===== src/rtl/secuenciador_hamming.sv =====
// Sequencer for the Hamming (8,4) SECDED datapath: captures the switches, waits for the
// datapath to settle, classifies the result and holds it on the LEDs for a display window.
module secuenciador_hamming #(
  parameter int unsigned LATENCIA       = 2,
  parameter int unsigned TIEMPO_MOSTRAR = 27_000_000,
  parameter int unsigned ANCHO_CUENTA   = 8
) (
  input  logic                    clk,
  input  logic                    rst_n,
  input  logic                    iniciar,
  input  logic [3:0]              conmutador_4,
  input  logic [7:0]              conmutador_8,
  output logic [3:0]              dp_conmutador_4,
  output logic [7:0]              dp_conmutador_8,
  input  logic [3:0]              dp_pos_error,
  input  logic [4:0]              dp_w_corregida_b4,
  output logic [4:0]              led,
  output logic                    ocupado,
  output logic                    listo,
  output logic                    error_simple,
  output logic                    error_doble,
  output logic [ANCHO_CUENTA-1:0] cuenta_simple,
  output logic [ANCHO_CUENTA-1:0] cuenta_doble
);

  localparam int unsigned MAX_T   = (TIEMPO_MOSTRAR > LATENCIA) ? TIEMPO_MOSTRAR : LATENCIA;
  localparam int unsigned ANCHO_T = (MAX_T > 1) ? $clog2(MAX_T) : 1;

  localparam logic [ANCHO_T-1:0] CARGA_LAT = ANCHO_T'(LATENCIA - 1);
  localparam logic [ANCHO_T-1:0] CARGA_MOS = ANCHO_T'(TIEMPO_MOSTRAR - 1);

  localparam logic [2:0] ESPERA  = 3'd0;
  localparam logic [2:0] CAPTURA = 3'd1;
  localparam logic [2:0] ASENTAR = 3'd2;
  localparam logic [2:0] EVALUAR = 3'd3;
  localparam logic [2:0] MOSTRAR = 3'd4;

  logic [2:0]              estado_q, estado_d;
  logic [ANCHO_T-1:0]      cnt_q, cnt_d;
  logic                    iniciar_q;
  logic                    inicio;
  logic                    paridad_q, paridad_d;
  logic [3:0]              pos_q, pos_d;
  logic [4:0]              w_q, w_d;
  logic [3:0]              dp4_q, dp4_d;
  logic [7:0]              dp8_q, dp8_d;
  logic [4:0]              led_q, led_d;
  logic                    ocupado_q, ocupado_d;
  logic                    listo_q, listo_d;
  logic                    es_q, es_d;
  logic                    ed_q, ed_d;
  logic [ANCHO_CUENTA-1:0] cs_q, cs_d;
  logic [ANCHO_CUENTA-1:0] cd_q, cd_d;

  assign inicio = iniciar & ~iniciar_q;

  // Datapath outputs are sampled on leaving ASENTAR, exactly LATENCIA cycles after dp_* change.
  always_comb begin
    estado_d  = estado_q;
    cnt_d     = cnt_q;
    paridad_d = paridad_q;
    pos_d     = pos_q;
    w_d       = w_q;
    dp4_d     = dp4_q;
    dp8_d     = dp8_q;
    led_d     = led_q;
    es_d      = es_q;
    ed_d      = ed_q;
    cs_d      = cs_q;
    cd_d      = cd_q;
    case (estado_q)
      ESPERA: begin
        if (inicio) estado_d = CAPTURA;
      end
      CAPTURA: begin
        dp4_d     = conmutador_4;
        dp8_d     = conmutador_8;
        paridad_d = ^conmutador_8;
        cnt_d     = CARGA_LAT;
        estado_d  = ASENTAR;
      end
      ASENTAR: begin
        if (cnt_q == '0) begin
          pos_d    = dp_pos_error;
          w_d      = dp_w_corregida_b4;
          estado_d = EVALUAR;
        end else begin
          cnt_d = cnt_q - ANCHO_T'(1);
        end
      end
      EVALUAR: begin
        if ((pos_q != 4'd0) && !paridad_q) begin
          led_d = 5'b11111;
          es_d  = 1'b0;
          ed_d  = 1'b1;
          if (cd_q != '1) cd_d = cd_q + ANCHO_CUENTA'(1);
        end else begin
          // Odd parity means one flipped bit (possibly the global parity bit): data is valid.
          led_d = w_q;
          es_d  = paridad_q;
          ed_d  = 1'b0;
          if (paridad_q && (cs_q != '1)) cs_d = cs_q + ANCHO_CUENTA'(1);
        end
        cnt_d    = CARGA_MOS;
        estado_d = MOSTRAR;
      end
      MOSTRAR: begin
        if (cnt_q == '0) estado_d = ESPERA;
        else             cnt_d    = cnt_q - ANCHO_T'(1);
      end
      default: estado_d = ESPERA;
    endcase
    ocupado_d = (estado_d != ESPERA);
    listo_d   = (estado_q == EVALUAR);
  end

  always_ff @(posedge clk) begin
    if (!rst_n) begin
      estado_q  <= ESPERA;
      cnt_q     <= '0;
      iniciar_q <= 1'b0;
      paridad_q <= 1'b0;
      pos_q     <= '0;
      w_q       <= '0;
      dp4_q     <= '0;
      dp8_q     <= '0;
      led_q     <= '0;
      ocupado_q <= 1'b0;
      listo_q   <= 1'b0;
      es_q      <= 1'b0;
      ed_q      <= 1'b0;
      cs_q      <= '0;
      cd_q      <= '0;
    end else begin
      estado_q  <= estado_d;
      cnt_q     <= cnt_d;
      iniciar_q <= iniciar;
      paridad_q <= paridad_d;
      pos_q     <= pos_d;
      w_q       <= w_d;
      dp4_q     <= dp4_d;
      dp8_q     <= dp8_d;
      led_q     <= led_d;
      ocupado_q <= ocupado_d;
      listo_q   <= listo_d;
      es_q      <= es_d;
      ed_q      <= ed_d;
      cs_q      <= cs_d;
      cd_q      <= cd_d;
    end
  end

  assign dp_conmutador_4 = dp4_q;
  assign dp_conmutador_8 = dp8_q;
  assign led             = led_q;
  assign ocupado         = ocupado_q;
  assign listo           = listo_q;
  assign error_simple    = es_q;
  assign error_doble     = ed_q;
  assign cuenta_simple   = cs_q;
  assign cuenta_doble    = cd_q;

endmodule


===== config.mk =====
export PLATFORM = sky130hd
export DESIGN_NAME = secuenciador_hamming
export DESIGN_NICKNAME = d
export VERILOG_FILES = /design/src/rtl/secuenciador_hamming.sv
export SDC_FILE = /design/constraint.sdc
export NUM_CORES = 1
export LEC_CHECK = 0
export CORE_MARGIN = 2
export CORE_UTILIZATION = 45
export CTS_BUF_LIST = sky130_fd_sc_hd__clkbuf_2 sky130_fd_sc_hd__clkbuf_4 sky130_fd_sc_hd__clkbuf_8
export DETAILED_ROUTE_END_ITERATION = 12
export HOLD_SLACK_MARGIN = 0.08
export PLACE_DENSITY = 0.7
export SLEW_MARGIN = 20
export SYNTH_ARGS = -nofsm -noshare
export SYNTH_HDL_FRONTEND = slang
export SYNTH_SLANG_ARGS = --single-unit

===== constraint.sdc =====
create_clock -name clk -period 2.27 [get_ports clk]
set_input_delay 0.3405 -clock clk [delete_from_list [all_inputs] [get_ports clk]]
set_output_delay 0.3405 -clock clk [all_outputs]
set_load 0.02 [all_outputs]

==> metrics.txt <==
DIE WIDTH 94.4 microns; Hold Path Origin dp_conmutador_8[4]; number of synthesized flops with an enable pin 0; total track usage 0.234; worst setup path class reg -> reg; number of storage elements in the synthesis netlist 76; Detail Route Antenna Nets 0; result of the run complete, no violations; peak supply drop 696 uV; CP Launch Type register; synth unique cells 55; transition time at the pin with the least slew margin 0.915 ns; detailed placer's ending HPWL 7130 microns; starting density of the core 0.471; Critical Path Max Stage Delay 0.44 ns; number of maximum-capacitance violations 0; number of design rule violations left after detail routing 0; vias in the first global route 3467; detailed-route via count 3575; Post-Syn Area 3680 sq um; layout cell share with drive strength beyond 1 0.139; final worst path period need 2.14 ns; pre-CTS setup slack 0.148 ns; list of cells traversed by the critical path nor4_4 -> and4_1 -> nand2b_1 -> buf_4 -> and3_4 -> a311oi_1 -> a21oi_1; clk sink count 76; Post-Syn Nets 469; core region area 7810 sq um; Setup WS post-layout 0.131 ns; final-report max-slew violation count 0; cell type contributing the most total cell area after synthesis sky130_fd_sc_hd__dfxtp_1; routability congestion estimate from global placement 0.996; leftover overflow at the end of global routing 0; Port Buf Inserts 60; Layout Skew 0.0125 ns; global-route wire length before repair 16400 microns; Static Leakage 1.78 nW; worst hold slack 0.460 ns; number of design-rule violations left by the first detailed-router iteration 218; Total Routed Length 10000 microns; maximum number of pins on one net before global-route repair 42; clock buffer depth 2; critical path startpoint cnt_q[11]; synth warn 0; Layout area overhead 30.2%; Nets 549; crit path max fanout 6; Cell Rows 32; number of buffers and inverters on the critical path 1; Fin. Hold Viols 0; asr flop ratio synth 0; reg-to-reg startpoint cnt_q[11]; number of endpoints failing setup at the final stage 0; power per cell area 1200 nW/um^2; initial antenna violation count 0; most common cell in the synthesized netlist sky130_fd_sc_hd__dfxtp_1; worst max-slew margin expressed relative to the limit 0.388; share of the cycle needed by the critical path after routing 0.942; fmax 467 MHz; number of levels in the clock H-tree 3; post-route cell area 4790 sq um; mean instance size in the synthesized netlist 8.34 sq um; Min-Delay Path Class reg -> reg; endpoint class of the critical path register; required time at the worst-slack endpoint 2.52 ns; gate count of the mapped netlist 441; fraction of post-synthesis cell area in the top cell type by area 0.413; most frequent cells after synthesis sky130_fd_sc_hd__dfxtp_1, sky130_fd_sc_hd__nor2_1, sky130_fd_sc_hd__nand2_1, sky130_fd_sc_hd__a21oi_1, sky130_fd_sc_hd__o21ai_0; clk slew on worst S/H paths 0.09 ns; total inserted antenna cells 0; Filler Cells Inserted 700; cell family contributing the most delay on the critical path simple AND/OR/NAND/NOR gates; instance area after placement 4540 sq um; CTS Root Cell sky130_fd_sc_hd__clkbuf_8; Skew-Pair Late Insertion Delay 0.36 ns; utilization after layout 0.614; total die area 8920 sq um; number of primary I/O pins 61; Vias per Instance 5.69; number of search-and-repair iterations in the first detailed-routing pass 5; arrival time of data at the critical path endpoint 2.39 ns; dominant cells by area after synthesis sky130_fd_sc_hd__dfxtp_1, sky130_fd_sc_hd__a21oi_1, sky130_fd_sc_hd__nor2_1, sky130_fd_sc_hd__nand2_1, sky130_fd_sc_hd__xnor2_1; leading register cell type out of synthesis sky130_fd_sc_hd__dfxtp_1; clock tree from TritonCTS built; Max stage delay cell, worst path sky130_fd_sc_hd__nor4_4; Num CTS Buffers 9; post-synthesis sequential area ratio 0.413; routed length per instance 16.0 microns; overall die height 94.4 microns
==> power breakdown <==
| group | internal, mW | switching, mW | leakage, nW | total (mW) |
|---|---|---|---|---|
| clock network | 0.539 | 0.587 | 0.109 | 1.13 |
| registers | 1.52 | 0.211 | 0.617 | 1.73 |
| logic | 1.22 | 1.67 | 1.06 | 2.89 |
| total | 3.28 | 2.47 | 1.78 | 5.74 |
==> worst paths after layout <==
check / cells after the start / to / slack, ns
setup / recovery: 7 / cnt_q[5] / 0.13
hold reg to reg: 2 / dp_conmutador_8[4] / 0.46
hold / removal: 2 / dp_conmutador_8[4] / 0.46
setup reg to reg: 7 / cnt_q[5] / 0.13
==> final cells by class <==
| class | count | area [sq um] | share of cell area |
|---|---|---|---|
| Timing Repair Buffer | 94 | 868 | 0.181 |
| Sequential cell | 76 | 1520 | 0.318 |
| Tap cell | 102 | 128 | 0.0266 |
| Clock buffer | 9 | 124 | 0.0258 |
| Multi-Input combinational cell | 333 | 2040 | 0.425 |
| Inverter | 7 | 26.3 | 0.00548 |
| Clock inverter | 7 | 87.6 | 0.0183 |
==> cells by family after synthesis <==
logic type      after synthesis  share of synthesized area
simple gates                186                      0.265
xor+xnor                     24                     0.0571
compound gates              108                      0.180
fa+ha+maj                     4                     0.0136
flops                        76                      0.413
mux                          11                     0.0299
buf+inv                      32                     0.0411
==> flip-flops by register name, summed over array words and instances (netlist names) <==
signal	flops
estado_q	3
error_doble	1
cuenta_simple	8
ocupado	1
led	5
listo	1
error_simple	1
w_q	5
cuenta_doble	8
dp_conmutador_8	8
cnt_q	25
paridad_q	1
pos_q	4
dp_conmutador_4	4
iniciar_q	1
==> metal layers <==
layer	global-route usage	up-vias	wire, microns
met1	0.284	1645	4210
met2	0.387	161	4660
met5	0	-	0
met3	0.0734	39	815
li1	-	1730	-
met4	0.0930	0	343
==> worst min-delay path: cells and delay by family, from the launching register on <==
family | cells | cell delay, ns
compound gates | 1 | 0.05
simple gates | 1 | 0.05
flops | 1 | 0.32
==> repair_timing <==
item / CTS / global route
setup buffers: 0 / 2
hold buffers: 0 / 0
endpoints found under the setup margin: 0 / 8
gates resized for setup: 0 / 6
==> cells in the final DEF (no fill, tap or decap), types with 11 or more instances in the layout <==
master                            instances
sky130_fd_sc_hd__dfxtp_1                 75
sky130_fd_sc_hd__clkdlybuf4s50_1         60
sky130_fd_sc_hd__nor2_1                  55
sky130_fd_sc_hd__nand2_1                 48
sky130_fd_sc_hd__a21oi_1                 46
sky130_fd_sc_hd__buf_4                   33
sky130_fd_sc_hd__o21ai_0                 25
sky130_fd_sc_hd__nor3_1                  18
sky130_fd_sc_hd__xnor2_1                 15
sky130_fd_sc_hd__a31oi_1                 11
sky130_fd_sc_hd__mux2i_1                 11
==> metrics by stage <==
step	power [mW]	cells	setup TNS, ns
after floorplan	3.52	441	0
after global placement	4.44	610	0
after detailed placement	4.46	610	0
after CTS	5.59	626	0
after global routing	6.10	628	-0.0125
final	5.74	628	0
Power figures use the tool's default switching activity.
